<file path="config.mk">
export PLATFORM = sky130hd
export DESIGN_NAME = reg_file_win_flat
export DESIGN_NICKNAME = d
export VERILOG_FILES = /design/src/rtl/reg_file_pkg.sv /design/src/rtl/reg_file_win_if.sv /design/src/rtl/reg_scoreboard.sv /design/src/rtl/reg_file_win.sv /design/src/flat_wrapper.sv
export SDC_FILE = /design/constraint.sdc
export NUM_CORES = 1
export LEC_CHECK = 0
export ABC_CLOCK_PERIOD_IN_PS = 1900
export BUFFER_PORTS_ARGS = -buffer_cell sky130_fd_sc_hd__buf_4
export CELL_PAD_IN_SITES_DETAIL_PLACEMENT = 1
export CELL_PAD_IN_SITES_GLOBAL_PLACEMENT = 1
export CORE_ASPECT_RATIO = 0.75
export CORE_MARGIN = 1
export CORE_UTILIZATION = 47
export CTS_CLUSTER_DIAMETER = 60
export DETAILED_ROUTE_END_ITERATION = 6
export GPL_ROUTABILITY_DRIVEN = 0
export PLACE_DENSITY_LB_ADDON = 0.2
export SLEW_MARGIN = 20
export SYNTH_ARGS = -nofsm -noshare
export SYNTH_HDL_FRONTEND = slang
export SYNTH_SLANG_ARGS = --single-unit
</file>
<file path="constraint.sdc">
create_clock -name clk -period 1.9 [get_ports clk]
set_input_delay 0.095 -clock clk [delete_from_list [all_inputs] [get_ports clk]]
set_output_delay 0.095 -clock clk [all_outputs]
set_load 0.01 [all_outputs]
</file>
<file path="src/rtl/reg_file_pkg.sv">
// Shared constants, data type and physical-address helper for the windowed register file.
package reg_file_pkg;

    localparam int DEF_WIDTH  = 9;
    localparam int DEF_DEPTH  = 16;
    localparam int DEF_WIN_AW = 2;

    typedef logic [DEF_WIDTH-1:0] data_t;

    // Window index occupies the upper bits, the field the lower WIN_AW bits; callers truncate.
    function automatic logic [31:0] phys_addr(input logic [31:0] win,
                                              input logic [31:0] field,
                                              input int          win_aw);
        return (win << win_aw) | field;
    endfunction

endpackage

</file>
<file path="src/rtl/reg_file_win_if.sv">
// Port bundle of the windowed register file; master drives requests, slave returns read data.
interface reg_file_win_if
    import reg_file_pkg::*;
#(
    parameter int WIDTH  = DEF_WIDTH,
    parameter int DEPTH  = DEF_DEPTH,
    parameter int WIN_AW = DEF_WIN_AW
) ();

    localparam int AW = $clog2(DEPTH);
    localparam int WW = AW - WIN_AW;

    logic              write;
    logic [AW-1:0]     rs_addr;
    logic [WIN_AW-1:0] rt_addr;
    logic [WIN_AW-1:0] rd_addr;
    logic [WIDTH-1:0]  rd_in;
    logic              win_set;
    logic [WW-1:0]     win_idx_in;
    logic              reserve;
    logic [WIN_AW-1:0] reserve_addr;
    logic [WIDTH-1:0]  rs_out;
    logic [WIDTH-1:0]  rt_out;
    logic              rs_busy;
    logic              rt_busy;
    logic [WW-1:0]     win_idx;

    modport master (
        output write, rs_addr, rt_addr, rd_addr, rd_in, win_set, win_idx_in,
               reserve, reserve_addr,
        input  rs_out, rt_out, rs_busy, rt_busy, win_idx
    );

    modport slave (
        input  write, rs_addr, rt_addr, rd_addr, rd_in, win_set, win_idx_in,
               reserve, reserve_addr,
        output rs_out, rt_out, rs_busy, rt_busy, win_idx
    );

endinterface

</file>
<file path="src/rtl/reg_scoreboard.sv">
// Per-register busy bits: set on reserve, cleared on write, set wins when both hit one register.
module reg_scoreboard #(
    parameter int DEPTH = 16,
    parameter int AW    = 4
) (
    input  logic          clk,
    input  logic          reset,
    input  logic          set_en,
    input  logic [AW-1:0] set_addr,
    input  logic          clr_en,
    input  logic [AW-1:0] clr_addr,
    input  logic [AW-1:0] a_addr,
    input  logic [AW-1:0] b_addr,
    output logic          a_busy,
    output logic          b_busy
);

    logic [DEPTH-1:0] busy_r;
    logic [DEPTH-1:0] set_mask_s;
    logic [DEPTH-1:0] clr_mask_s;

    // One-hot masks for the set and clear requests of this cycle.
    always_comb begin
        set_mask_s = {{(DEPTH-1){1'b0}}, set_en} << set_addr;
        clr_mask_s = {{(DEPTH-1){1'b0}}, clr_en} << clr_addr;
    end

    // Busy state update; OR-ing the set mask last makes a new reservation win over a clear.
    always_ff @(posedge clk) begin
        if (reset) begin
            busy_r <= {DEPTH{1'b0}};
        end else begin
            busy_r <= (busy_r & ~clr_mask_s) | set_mask_s;
        end
    end

    assign a_busy = busy_r[a_addr];
    assign b_busy = busy_r[b_addr];

endmodule

</file>
<file path="src/rtl/reg_file_win.sv">
// Windowed register file: full-range rs read, windowed rt read and rd write, busy scoreboard.
module reg_file_win
    import reg_file_pkg::*;
#(
    parameter int WIDTH    = DEF_WIDTH,
    parameter int DEPTH    = DEF_DEPTH,
    parameter int WIN_AW   = DEF_WIN_AW,
    parameter int BYPASS   = 1,
    parameter int ZERO_REG = 0
) (
    input  logic clk,
    input  logic reset,
    reg_file_win_if.slave bus
);

    localparam int   AW      = $clog2(DEPTH);
    localparam int   WW      = AW - WIN_AW;
    localparam logic BYP_EN  = (BYPASS != 0);
    localparam logic ZERO_EN = (ZERO_REG != 0);

    logic [WIDTH-1:0] mem_r [DEPTH];
    logic [WW-1:0]    win_idx_r;

    logic [AW-1:0]    rt_pa_s;
    logic [AW-1:0]    rd_pa_s;
    logic [AW-1:0]    rv_pa_s;
    logic             wr_en_s;
    logic             rv_en_s;
    logic             sb_rs_busy_s;
    logic             sb_rt_busy_s;
    logic [WIDTH-1:0] rs_out_s;
    logic [WIDTH-1:0] rt_out_s;
    logic             rs_busy_s;
    logic             rt_busy_s;

    assign rt_pa_s = AW'(phys_addr(32'(win_idx_r), 32'(bus.rt_addr), WIN_AW));
    assign rd_pa_s = AW'(phys_addr(32'(win_idx_r), 32'(bus.rd_addr), WIN_AW));
    assign rv_pa_s = AW'(phys_addr(32'(win_idx_r), 32'(bus.reserve_addr), WIN_AW));

    // Dropping writes/reserves to register 0 also keeps it out of the bypass path.
    assign wr_en_s = bus.write   && !(ZERO_EN && (rd_pa_s == {AW{1'b0}}));
    assign rv_en_s = bus.reserve && !(ZERO_EN && (rv_pa_s == {AW{1'b0}}));

    // Storage array and window index.
    always_ff @(posedge clk) begin
        if (reset) begin
            for (int i = 0; i < DEPTH; i++) begin
                mem_r[i] <= {WIDTH{1'b0}};
            end
            win_idx_r <= {WW{1'b0}};
        end else begin
            if (wr_en_s) begin
                mem_r[rd_pa_s] <= bus.rd_in;
            end
            if (bus.win_set) begin
                win_idx_r <= bus.win_idx_in;
            end
        end
    end

    reg_scoreboard #(
        .DEPTH (DEPTH),
        .AW    (AW)
    ) u_scoreboard (
        .clk      (clk),
        .reset    (reset),
        .set_en   (rv_en_s),
        .set_addr (rv_pa_s),
        .clr_en   (wr_en_s),
        .clr_addr (rd_pa_s),
        .a_addr   (bus.rs_addr),
        .b_addr   (rt_pa_s),
        .a_busy   (sb_rs_busy_s),
        .b_busy   (sb_rt_busy_s)
    );

    // Port rs read with optional same-cycle forwarding and zero-register masking.
    always_comb begin
        rs_out_s  = mem_r[bus.rs_addr];
        rs_busy_s = sb_rs_busy_s;
        if (ZERO_EN && (bus.rs_addr == {AW{1'b0}})) begin
            rs_out_s  = {WIDTH{1'b0}};
            rs_busy_s = 1'b0;
        end else if (BYP_EN && wr_en_s && (bus.rs_addr == rd_pa_s)) begin
            rs_out_s  = bus.rd_in;
            rs_busy_s = 1'b0;
        end else begin
            rs_out_s  = mem_r[bus.rs_addr];
            rs_busy_s = sb_rs_busy_s;
        end
    end

    // Port rt read, same rules applied to the windowed address.
    always_comb begin
        rt_out_s  = mem_r[rt_pa_s];
        rt_busy_s = sb_rt_busy_s;
        if (ZERO_EN && (rt_pa_s == {AW{1'b0}})) begin
            rt_out_s  = {WIDTH{1'b0}};
            rt_busy_s = 1'b0;
        end else if (BYP_EN && wr_en_s && (rt_pa_s == rd_pa_s)) begin
            rt_out_s  = bus.rd_in;
            rt_busy_s = 1'b0;
        end else begin
            rt_out_s  = mem_r[rt_pa_s];
            rt_busy_s = sb_rt_busy_s;
        end
    end

    assign bus.rs_out  = rs_out_s;
    assign bus.rt_out  = rt_out_s;
    assign bus.rs_busy = rs_busy_s;
    assign bus.rt_busy = rt_busy_s;
    assign bus.win_idx = win_idx_r;

endmodule

</file>
<file path="src/flat_wrapper.sv">
// flat-port wrapper written by rule: the top's interface ports become plain ports
module reg_file_win_flat import reg_file_pkg::*;
#(
    parameter int WIDTH    = DEF_WIDTH,
    parameter int DEPTH    = DEF_DEPTH,
    parameter int WIN_AW   = DEF_WIN_AW,
    parameter int BYPASS   = 1,
    parameter int ZERO_REG = 0
)
  (clk, reset, bus_write, bus_rs_addr, bus_rt_addr, bus_rd_addr, bus_rd_in, bus_win_set, bus_win_idx_in, bus_reserve, bus_reserve_addr, bus_rs_out, bus_rt_out, bus_rs_busy, bus_rt_busy, bus_win_idx);
  reg_file_win_if #(.WIDTH(WIDTH), .DEPTH(DEPTH), .WIN_AW(WIN_AW)) bus_i ();
  input  logic clk;
  input  logic reset;
  input wire logic [$bits(bus_i.write)-1:0] bus_write;
  input wire logic [$bits(bus_i.rs_addr)-1:0] bus_rs_addr;
  input wire logic [$bits(bus_i.rt_addr)-1:0] bus_rt_addr;
  input wire logic [$bits(bus_i.rd_addr)-1:0] bus_rd_addr;
  input wire logic [$bits(bus_i.rd_in)-1:0] bus_rd_in;
  input wire logic [$bits(bus_i.win_set)-1:0] bus_win_set;
  input wire logic [$bits(bus_i.win_idx_in)-1:0] bus_win_idx_in;
  input wire logic [$bits(bus_i.reserve)-1:0] bus_reserve;
  input wire logic [$bits(bus_i.reserve_addr)-1:0] bus_reserve_addr;
  output wire logic [$bits(bus_i.rs_out)-1:0] bus_rs_out;
  output wire logic [$bits(bus_i.rt_out)-1:0] bus_rt_out;
  output wire logic [$bits(bus_i.rs_busy)-1:0] bus_rs_busy;
  output wire logic [$bits(bus_i.rt_busy)-1:0] bus_rt_busy;
  output wire logic [$bits(bus_i.win_idx)-1:0] bus_win_idx;
  assign bus_i.write = bus_write;
  assign bus_i.rs_addr = bus_rs_addr;
  assign bus_i.rt_addr = bus_rt_addr;
  assign bus_i.rd_addr = bus_rd_addr;
  assign bus_i.rd_in = bus_rd_in;
  assign bus_i.win_set = bus_win_set;
  assign bus_i.win_idx_in = bus_win_idx_in;
  assign bus_i.reserve = bus_reserve;
  assign bus_i.reserve_addr = bus_reserve_addr;
  assign bus_rs_out = bus_i.rs_out;
  assign bus_rt_out = bus_i.rt_out;
  assign bus_rs_busy = bus_i.rs_busy;
  assign bus_rt_busy = bus_i.rt_busy;
  assign bus_win_idx = bus_i.win_idx;
  reg_file_win #(.WIDTH(WIDTH), .DEPTH(DEPTH), .WIN_AW(WIN_AW), .BYPASS(BYPASS), .ZERO_REG(ZERO_REG)) u_core (.clk(clk), .reset(reset), .bus(bus_i));
endmodule
</file>
==> summary.md, run 1 <==
| Metric | Value |
|---|---|
| Status | complete, but fails checks |
| Failing checks | setup timing |
| Final core occ | 58.5% |
| Register bit total from synthesis | about 160 |
| Bufs on Longest Clock Path | 2 |
| Worst r2r dst | u_core.mem_r[0][4]$_SDFFCE_PN0P_ |
| Detail-routed via count per cell | approximately 6.2 |
| Clock share of power | 40.1% |
| Vias in the first global route | 6522 |
| Peak VDD IR | 0.511 mV |
| Flop pwr share | 45.6% |
| Hold path cells | 4 |
| Vias after detailed routing | roughly 6200 |
| Worst Hold End | u_core.u_scoreboard.busy_r[12]$_SDFF_PP0_ |
| R2r startpoint | u_core.bus.win_idx[0]$_SDFFE_PP0P_ |
| P_leak | 4.13 nW |
| Avg WL per Cell | approximately 28 um |
| Crit path DAT | around 2.1 ns |
| Maximum number of pins on one net before global-route repair | 35 |
| DP Wirelength | 19.0 mm |
| Count of cell types in the netlist | 32 |
| Clock skew | roughly 0.015 ns |
| Netlist area before placement | around 9100 um^2 |
| Syn_nets | 674 |
| CTS tree | built |
| GRT Resource Usage Total | 29.9% |
| Initial antenna violation count | 1 |
| ANT nets after route | 0 |
| DRC viols | 0 |
| Fin. max-slew vios | 0 |
| Number of clock sinks | 162 |
| Yosys warning count | 0 |
| CTS Buf Count | 17 |
| Overflow after GRT | 0 |
| Layout fillers | 1797 |
| Die area | 19800 um^2 |
| Measured slew at the worst slew-check pin | a little over 0.7 ns |
| Hold Path Class | in2reg |
| FMAX | 453 MHz |
| Core region area | 18700 um^2 |
| CP Class | reg2out |
| Core Rows | 43 |
| First-pass GRT wire length | 41.6 mm |
| Clock root cell | clkbuf_16 |
| Cell-internal power | between 0.006 and 0.007 W |
| Final setup vio count | 20 |
| Clk_lat worst skew | approximately 0.45 ns |
| DR pass1 iterations | 5 |
| Initial Utilization | 48.5% |
| Sw frac | about 25% |
| Final period utilization | 116% |
| Avg Cell Area, Syn | 14.0 um^2 |
| Final Critical Period | 2.21 ns |
| Comb pwr share | 14.4% |
| Reg2reg path depth | 5 |
| Chip Height | 122 um |
| RSZ-0062 raised after global routing | true |
| Register area share after synthesis | 51.7% |
| Final net count | 757 |
| Number of max-cap violations | 0 |
| Critical path startpoint category | flip-flop |
| Hold path startpoint | bus_reserve_addr[1] |
| Worst R2R Setup Slack | 0.10 ns |
| CP max FO | 2 |
| Area growth, synth to finish | 20.5% |
| Max H-tree Level | 4 |
| Mapped Cells | 648 |
| Reg clk slew, reported paths | 0.07 ns |
| DR iter-0 viols | between 600 and 700 |
| Io pins | 48 |
| Post-Route WL | 27.9 mm |
| Fin cells | 991 |
| Setup ws final | -0.308 ns |
| Most frequent cells in the layout | 144 x and2_1, 144 x edfxtp_1, 90 x buf_4 |
| Max-slew headroom | 52.5% |
| Post-Place Cells | 941 |
| Pwr Density | 824 nW/um^2 |
| Port Buffers | 47 |
| Worst path required time | 1.80 ns |
| Hold Vio Cnt, Final | 0 |
| CP Capture Type | output pin |
| P_sw | 0.00227 W |
| Die Wd | roughly 160 um |
| Share of layout cells above drive strength 1 | 37.8% |
[logic make-up after synthesis]
kind of cell / Yosys count / share of synthesized area (%)
flops: 162 / 51.7
buf+inv: 47 / 2.46
xor+xnor: 6 / 0.580
mux: 136 / 26.7
compound gates: 38 / 2.20
simple gates: 259 / 16.4
[layer usage]
| metal | global-route usage [%] | vias up | wire length (um) |
|---|---|---|---|
| met5 | 0 | - | 0 |
| met3 | 5.14 | 57 | 1730 |
| met4 | 10.6 | 0 | 759 |
| met2 | 50.7 | 276 | 13800 |
| met1 | 39.1 | 3239 | 11500 |
| li1 | - | 2617 | - |
[worst max path at each step]
stage / slack, ns / endpoint / cells past startpoint / startpoint
floorplan: 0.02 / u_core.mem_r[0][0]$_SDFFCE_PN0P_ / 5 / u_core.bus.win_idx[1]$_SDFFE_PP0P_
global placement: 0.02 / bus_rt_out[6] / 8 / bus_rt_addr[0]
detailed placement: 0.02 / bus_rt_busy / 6 / bus_rt_addr[0]
CTS: -0.33 / bus_rs_out[3] / 5 / u_core.mem_r[15][3]$_SDFFCE_PN0P_
global route: -0.37 / bus_rs_out[3] / 5 / u_core.mem_r[13][3]$_SDFFCE_PN0P_
finish: -0.31 / bus_rs_out[7] / 6 / u_core.mem_r[2][7]$_SDFFCE_PN0P_
[power by group through the flow]
stage,Sequential [W],Combinational [W],Clock [W]
2_1_floorplan,0.00412,0.000718,0
3_3_place_gp,0.00415,0.00117,0
3_5_place_dp,0.00417,0.00121,0
4_1_cts,0.00409,0.00129,0.00363
5_1_grt,0.00411,0.00136,0.00376
6_report,0.00410,0.00129,0.00360
[state kept, by name, indices dropped and copies added, names as in the netlist]
signal and flops:
u_core.u_scoreboard.busy_r 16, u_core.mem_r 144, u_core.bus.win_idx 2
[metrics by stage]
stage / hold slack [ns] / setup TNS, ns / instance area [um^2] / power, W / setup slack (ns)
finish: 0.0407 / -4.36 / 10900 / 0.00899 / -0.308
global route: 0.0576 / -5.45 / 10900 / 0.00923 / -0.367
CTS: 0.0185 / -4.64 / 10900 / 0.00901 / -0.334
detailed placement: 0.341 / 0 / 10000 / 0.00537 / 0.0241
global placement: 0.337 / 0 / 10000 / 0.00532 / 0.0178
floorplan: 0.242 / 0 / 9070 / 0.00484 / 0.0236
[synth_stat cells]
library cell / instances / area share (%)
nor4_4: 1 / 0.23
and2_1: 145 / 10
nand2_1: 25 / 1.0
nor3b_1: 1 / 0.083
xnor2_1: 3 / 0.29
o21ai_0: 16 / 0.88
xor2_1: 3 / 0.29
buf_4: 3 / 0.25
a211oi_1: 2 / 0.17
nand3b_1: 2 / 0.17
and3_1: 10 / 0.69
a21oi_1: 19 / 1.0
mux4_2: 76 / 19
buf_12: 1 / 0.22
and2_0: 1 / 0.069
mux2_2: 17 / 2.1
a22o_1: 1 / 0.097
nor2_1: 26 / 1.1
nor3_1: 20 / 1.1
buf_6: 1 / 0.12
nor2b_1: 4 / 0.28
nand3_1: 2 / 0.11
or2_2: 17 / 1.2
clkbuf_1: 23 / 0.95
buf_2: 9 / 0.50
dfxtp_1: 18 / 4.0
edfxtp_1: 144 / 48
mux2i_1: 38 / 4.2
nand2b_1: 4 / 0.28
and3b_1: 1 / 0.097
mux4_1: 5 / 1.5
buf_1: 10 / 0.41
[worst max-delay path: stages, from the launching register on]
cell and delay [ns]:
edfxtp_1 0.39, buf_4 0.15, mux4_2 0.43, mux2i_1 0.16, mux2i_1 0.12, mux2_2 0.28
buf_4 0.14
[cell type report]
cell class | count | area, um^2 | share of cell area (%)
Sequential cell | 162 | 4700 | 43.1
Clock buffer | 18 | 429 | 3.93
Timing Repair Buffer | 111 | 1010 | 9.26
Antenna cell | 1 | 2.50 | 0.0229
Tap cell | 247 | 309 | 2.83
Clock inverter | 13 | 175 | 1.60
Multi-Input combinational cell | 439 | 4290 | 39.3
[what timing repair did]
| action | 4_1_cts | 5_1_grt |
|---|---|---|
| endpoints found under the hold margin | 5 | 0 |
| endpoints found under the setup margin | 20 | 20 |
| hold buffers | 5 | 0 |
| setup buffers | 14 | 1 |
| pin swaps | 7 | 9 |
| cloned | 0 | 0 |
| resized for setup | 43 | 6 |
Note: power is estimated with default switching activity, not from simulation.
==> inputs of run 2 (changes only) <==
ABC_CLOCK_PERIOD_IN_PS = 2350   (was 1900)
CORE_UTILIZATION = 40   (was 47)
clock period = 2.35 ns   (was 1.9 ns; I/O delays follow)
==> summary.md, run 2 (synthesis gave the netlist of run 1 again) <==
| Metric | Value |
|---|---|
| Core region area | 22100 um^2 |
| Layout fillers | 2243 |
| Status | completed |
| Bufs on Longest Clock Path | 2 |
| Area growth, synth to finish | 16.6% |
| Clock share of power | 41.2% |
| CP max FO | 16 |
| Clk_lat worst skew | ~0.44 ns |
| Reg clk slew, reported paths | 0.07 ns |
| CP Capture Type | output pin |
| Hold Vio Cnt, Final | 0 |
| Core Rows | 47 |
| Crit path DAT | ~2.2 ns |
| Die Wd | 176 um |
| Pwr Density | 688 nW/um^2 |
| Max H-tree Level | 4 |
| Initial antenna violation count | 0 |
| Post-Route WL | 28.3 mm |
| Die area | 23300 um^2 |
| Max-slew headroom | 47.7% |
| Max reg flops | approximately 140 |
| Vias after detailed routing | a little over 6000 |
| Hold Path Class | in2reg |
| Reg with most FFs | u_core.mem_r |
| DRC viols | 0 |
| Vias in the first global route | ~6400 |
| P_sw | 0.00188 W |
| Flop pwr share | 45.5% |
| FMAX | 436 MHz |
| Detail-routed via count per cell | 5.99 |
| Cell-internal power | around 0.0054 W |
| Reg2reg path depth | 6 |
| Chip Height | 132 um |
| Sw frac | 25.9% |
| RSZ-0062 raised after global routing | false |
| Clock root cell | clkbuf_16 |
| CTS tree | built |
| Final net count | 732 |
| P_leak | 3.95 nW |
| Initial Utilization | 41.0% |
| Overall Power | a little over 0.007 W |
| Setup tns final | 0 ns |
| DR iter-0 viols | just under 600 |
| GRT Resource Usage Total | roughly a quarter |
| Hold path cells | 4 |
| Final period utilization | 97.6% |
| CP Class | reg2out |
| Final setup vio count | 0 |
| Overflow after GRT | 0 |
| First-pass GRT wire length | 42.3 mm |
| Number of diodes | 0 |
| Worst path required time | 2.23 ns |
| Sequential standard cell area | about 4700 um^2 |
| Final Critical Period | 2.29 ns |
| Share of layout cells above drive strength 1 | 31.3% |
| DR pass1 iterations | 5 |
| ANT nets after route | 0 |
| Fin. max-slew vios | 0 |
| Most frequent cells in the layout | 145 x and2_1, 144 x edfxtp_1, 76 x mux4_2 |
| Most common cell after layout, fill and taps aside | and2_1 |
| Clock skew | between 0.008 and 0.009 ns |
| DP Wirelength | 19.1 mm |
| Peak VDD IR | roughly 0.40 mV |
| Io pins | between 40 and 50 |
| Critical path startpoint category | flip-flop |
| Maximum number of pins on one net before global-route repair | 37 |
| Number of max-cap violations | 0 |
| CTS Buf Count | 17 |
| Port Buffers | 47 |
| Avg WL per Cell | 27.9 um |
| Multi-input gate area | just over 4000 um^2 |
| Measured slew at the worst slew-check pin | 0.783 ns |
| Number of clock sinks | 162 |
| Comb pwr share | 13.3% |
-- run 2: final timing paths --
path | from | endpoint | slack (ns)
worst max-delay path | u_core.bus.win_idx[1]$_SDFFE_PP0P_ | bus_rs_out[7] | 0.06
worst min-delay path | bus_reserve_addr[0] | u_core.u_scoreboard.busy_r[10]$_SDFF_PP0_ | 0.06
worst max register to register | u_core.bus.win_idx[0]$_SDFFE_PP0P_ | u_core.mem_r[8][8]$_SDFFCE_PN0P_ | 0.35
worst min register to register | u_core.u_scoreboard.busy_r[15]$_SDFF_PP0_ | u_core.u_scoreboard.busy_r[15]$_SDFF_PP0_ | 0.50
-- run 2: worst max-delay path, stage by stage, from the launching register on --
cell	delay [ns]
dfxtp_1	0.33
buf_8	0.17
xor2_1	0.19
nor4_4	0.29
buf_6	0.22
mux2_2	0.38
buf_4	0.15
-- run 2: layer usage --
layer	vias to the layer above	part of all wire (%)	track usage, %
li1	2582	-	-
met1	3225	45	35.2
met2	227	48	41.1
met3	33	5.6	4.76
met4	0	2.2	7.87
met5	-	0	0
-- run 2: timing repair --
item / CTS / global route
pin swaps: 0 / 0
hold buffers: 4 / 0
gates resized for setup: 2 / 3
buffers inserted: 0 / 1
endpoints found under the setup margin: 9 / 5
hold endpoints to repair: 2 / 0
-- run 2: stage by stage --
stage / utilization, % / hold WS [ns] / std cells / area (um^2) / worst slack, ns
2_1_floorplan: - / 0.265 / 648 / 9060 / 0.353
3_3_place_gp: 44.7 / 0.368 / 976 / 9880 / 0.377
3_5_place_dp: 44.7 / 0.384 / 976 / 9880 / 0.267
4_1_cts: 47.7 / 0.0424 / 1012 / 10500 / 0.0164
5_1_grt: 47.8 / 0.0606 / 1013 / 10600 / 0.00128
6_report: 47.8 / 0.0630 / 1013 / 10600 / 0.0561
-- run 2: layout make-up --
cell class	count	share of cell area, %
repair buffers	86	6.98
multi-input cells	439	39.3
well taps	294	3.48
clock buffers	17	4.03
clock inverters	15	1.85
flip-flops and latches	162	44.3
-- run 2: power by group through the flow --
stage	clock network, W	registers (W)	logic [W]
global placement	0	0.00336	0.000928
detailed placement	0	0.00337	0.000951
floorplan	0	0.00333	0.000580
CTS	0.00302	0.00331	0.000967
global route	0.00312	0.00332	0.00102
finish	0.00299	0.00331	0.000966
==> inputs of run 3 (changes only) <==
--- a/config.mk
+++ b/config.mk
@@ -17,4 +17,5 @@
 export GPL_ROUTABILITY_DRIVEN = 0
 export PLACE_DENSITY_LB_ADDON = 0.2
+export SKIP_LAST_GASP = 1
 export SLEW_MARGIN = 20
 export SYNTH_ARGS = -nofsm -noshare
==> constraint.sdc (replaced) <==
create_clock -name clk -period 2.35 [get_ports clk]
set_input_delay 0.235 -clock clk [delete_from_list [all_inputs] [get_ports clk]]
set_output_delay 0.235 -clock clk [all_outputs]
set_load 0.01 [all_outputs]
==> summary.md, run 3 (synthesis gave the netlist of run 1 again) <==
| Metric | Value |
|---|---|
| Status | completed |
| Vias in the first global route | approximately 6400 |
| Hold Vio Cnt, Final | 0 |
| Final net count | 735 |
| Fin. max-slew vios | 0 |
| DP Wirelength | 19.3 mm |
| First-pass GRT wire length | 41.6 mm |
| Peak VDD IR | 0.548 mV |
| Vias after detailed routing | 5969 |
| R2r startpoint | u_core.bus.win_idx[0]$_SDFFE_PP0P_ |
| Multi-input gate area | 4180 um^2 |
| Worst Hold End | u_core.bus.win_idx[0]$_SDFFE_PP0P_ |
| Measured slew at the worst slew-check pin | 0.786 ns |
| CTS Buf Count | 17 |
| Sequential standard cell area | around 4700 um^2 |
| Worst R2R Setup Slack | 0.39 ns |
| Hold Path Class | in2reg |
| Area growth, synth to finish | 17.1% |
| Avg WL per Cell | 27.3 um |
| Reg with most FFs | u_core.mem_r |
| Die area | 23300 um^2 |
| Reg2reg path depth | 4 |
| Initial antenna violation count | 1 |
| Io pins | 48 |
| Share of layout cells above drive strength 1 | 32.8% |
| CP Class | reg2out |
| CP Capture Type | output pin |
| DR iter-0 viols | 560 |
| Final period utilization | 98.6% |
| Hold path cells | 3 |
| Critical path startpoint category | flip-flop |
| Port Buffers | 47 |
| Clk_lat worst skew | approximately 0.44 ns |
| Worst r2r dst | u_core.mem_r[12][0]$_SDFFCE_PN0P_ |
| FMAX | 432 MHz |
| Post-CTS setup buffers | 0 |
| Worst path required time | 2.12 ns |
| Setup ws final | 0.0327 ns |
| Maximum number of pins on one net before global-route repair | 36 |
| Core Rows | 47 |
| Reg clk slew, reported paths | about 0.07 ns |
| CTS tree | built |
| ANT nets after route | 0 |
| Crit path DAT | about 2.1 ns |
| Max reg flops | 144 |
| Final core occ | between 40 and 50% |
| Number of clock sinks | 162 |
| Final setup vio count | 0 |
| CTS Hold Bufs | 0 |
| Initial Utilization | about 41% |
| Max-slew headroom | a little under half |
| Number of max-cap violations | 0 |
| Clock skew | 0.0109 ns |
| Bufs on Longest Clock Path | 2 |
| Hold path startpoint | bus_win_idx_in[0] |
| Chip Height | 132 um |
| Detail-routed via count per cell | 5.87 |
| Most common cell after layout, fill and taps aside | and2_1 |
| Pwr Density | 684 nW/um^2 |
| Layout fillers | 2248 |
| Worst slack, placed | -0.00917 ns |
| GRT Resource Usage Total | 25.2% |
| DR pass1 iterations | 5 |
| Clock root cell | clkbuf_16 |
| Die Wd | about 180 um |
| DRC viols | 0 |
| Post-Route WL | about 28 mm |
| RSZ-0062 raised after global routing | true |
| Max H-tree Level | 4 |
| Core region area | between 20000 and 25000 um^2 |
| Most frequent cells in the layout | 145 x and2_1, 144 x edfxtp_1, 78 x buf_4 |
| CP max FO | 2 |
| Overflow after GRT | 0 |
| P_leak | 3.99 nW |
| Final Critical Period | 2.32 ns |
run 3: through the flow:
stage	cells	TNS (ns)	instance area (um^2)	hold WS, ns	power, W
2_1_floorplan	648	0	9060	0.382	0.00391
3_3_place_gp	984	-0.00427	9940	0.469	0.00430
3_5_place_dp	984	-0.00917	9940	0.479	0.00432
4_1_cts	1016	0	10600	0.0333	0.00728
5_1_grt	1016	-0.343	10600	0.0510	0.00747
6_report	1017	0	10600	0.0481	0.00726
run 3: critical path, cell delays in order, from the launching register on:
cell and delay (ns):
edfxtp_1 0.41, mux4_2 0.53, mux2i_1 0.18, mux2i_1 0.12, mux2_4 0.29, buf_6 0.12
run 3: layout make-up:
cell class / count / area share, %
Antenna cell: 1 / 0.0236
Clock buffer: 17 / 4.01
Clock inverter: 15 / 1.89
Multi-Input combinational cell: 439 / 39.3
Sequential cell: 162 / 44.2
Tap cell: 294 / 3.47
Timing Repair Buffer: 89 / 7.10
run 3: worst max path at each step:
stage	startpoint	to	cells past startpoint
2_1_floorplan	u_core.bus.win_idx[0]$_SDFFE_PP0P_	u_core.mem_r[4][0]$_SDFFCE_PN0P_	5
3_3_place_gp	bus_rt_addr[0]	bus_rt_out[1]	8
3_5_place_dp	bus_rt_addr[0]	bus_rt_out[1]	8
4_1_cts	u_core.mem_r[11][3]$_SDFFCE_PN0P_	bus_rt_out[3]	5
5_1_grt	u_core.mem_r[9][2]$_SDFFCE_PN0P_	bus_rs_out[2]	5
6_report	u_core.mem_r[4][1]$_SDFFCE_PN0P_	bus_rs_out[1]	5
run 3: power by group:
group / switching [W] / total, W / internal, W
clock network: 0.00127 / 0.00298 / 0.00171
logic: 0.000513 / 0.000971 / 0.000458
registers: 0.0000701 / 0.00331 / 0.00324
total: 0.00185 / 0.00726 / 0.00541
run 3: per-layer routing:
metal | track usage (%) | part of all wire, % | vias to the layer above | routed length (um)
li1 | - | - | 2579 | -
met1 | 33.5 | 43 | 3137 | 12000
met5 | 0 | 0 | - | 0
met2 | 41.3 | 49 | 212 | 13600
met4 | 7.49 | 1.8 | 0 | 493
met3 | 5.80 | 6.1 | 41 | 1710
run 3: timing repair:
action | 4_1_cts | 5_1_grt
endpoints found under the hold margin | 0 | 0
resized for setup | 3 | 13
endpoints found under the setup margin | 11 | 12
pin swaps | 0 | 0
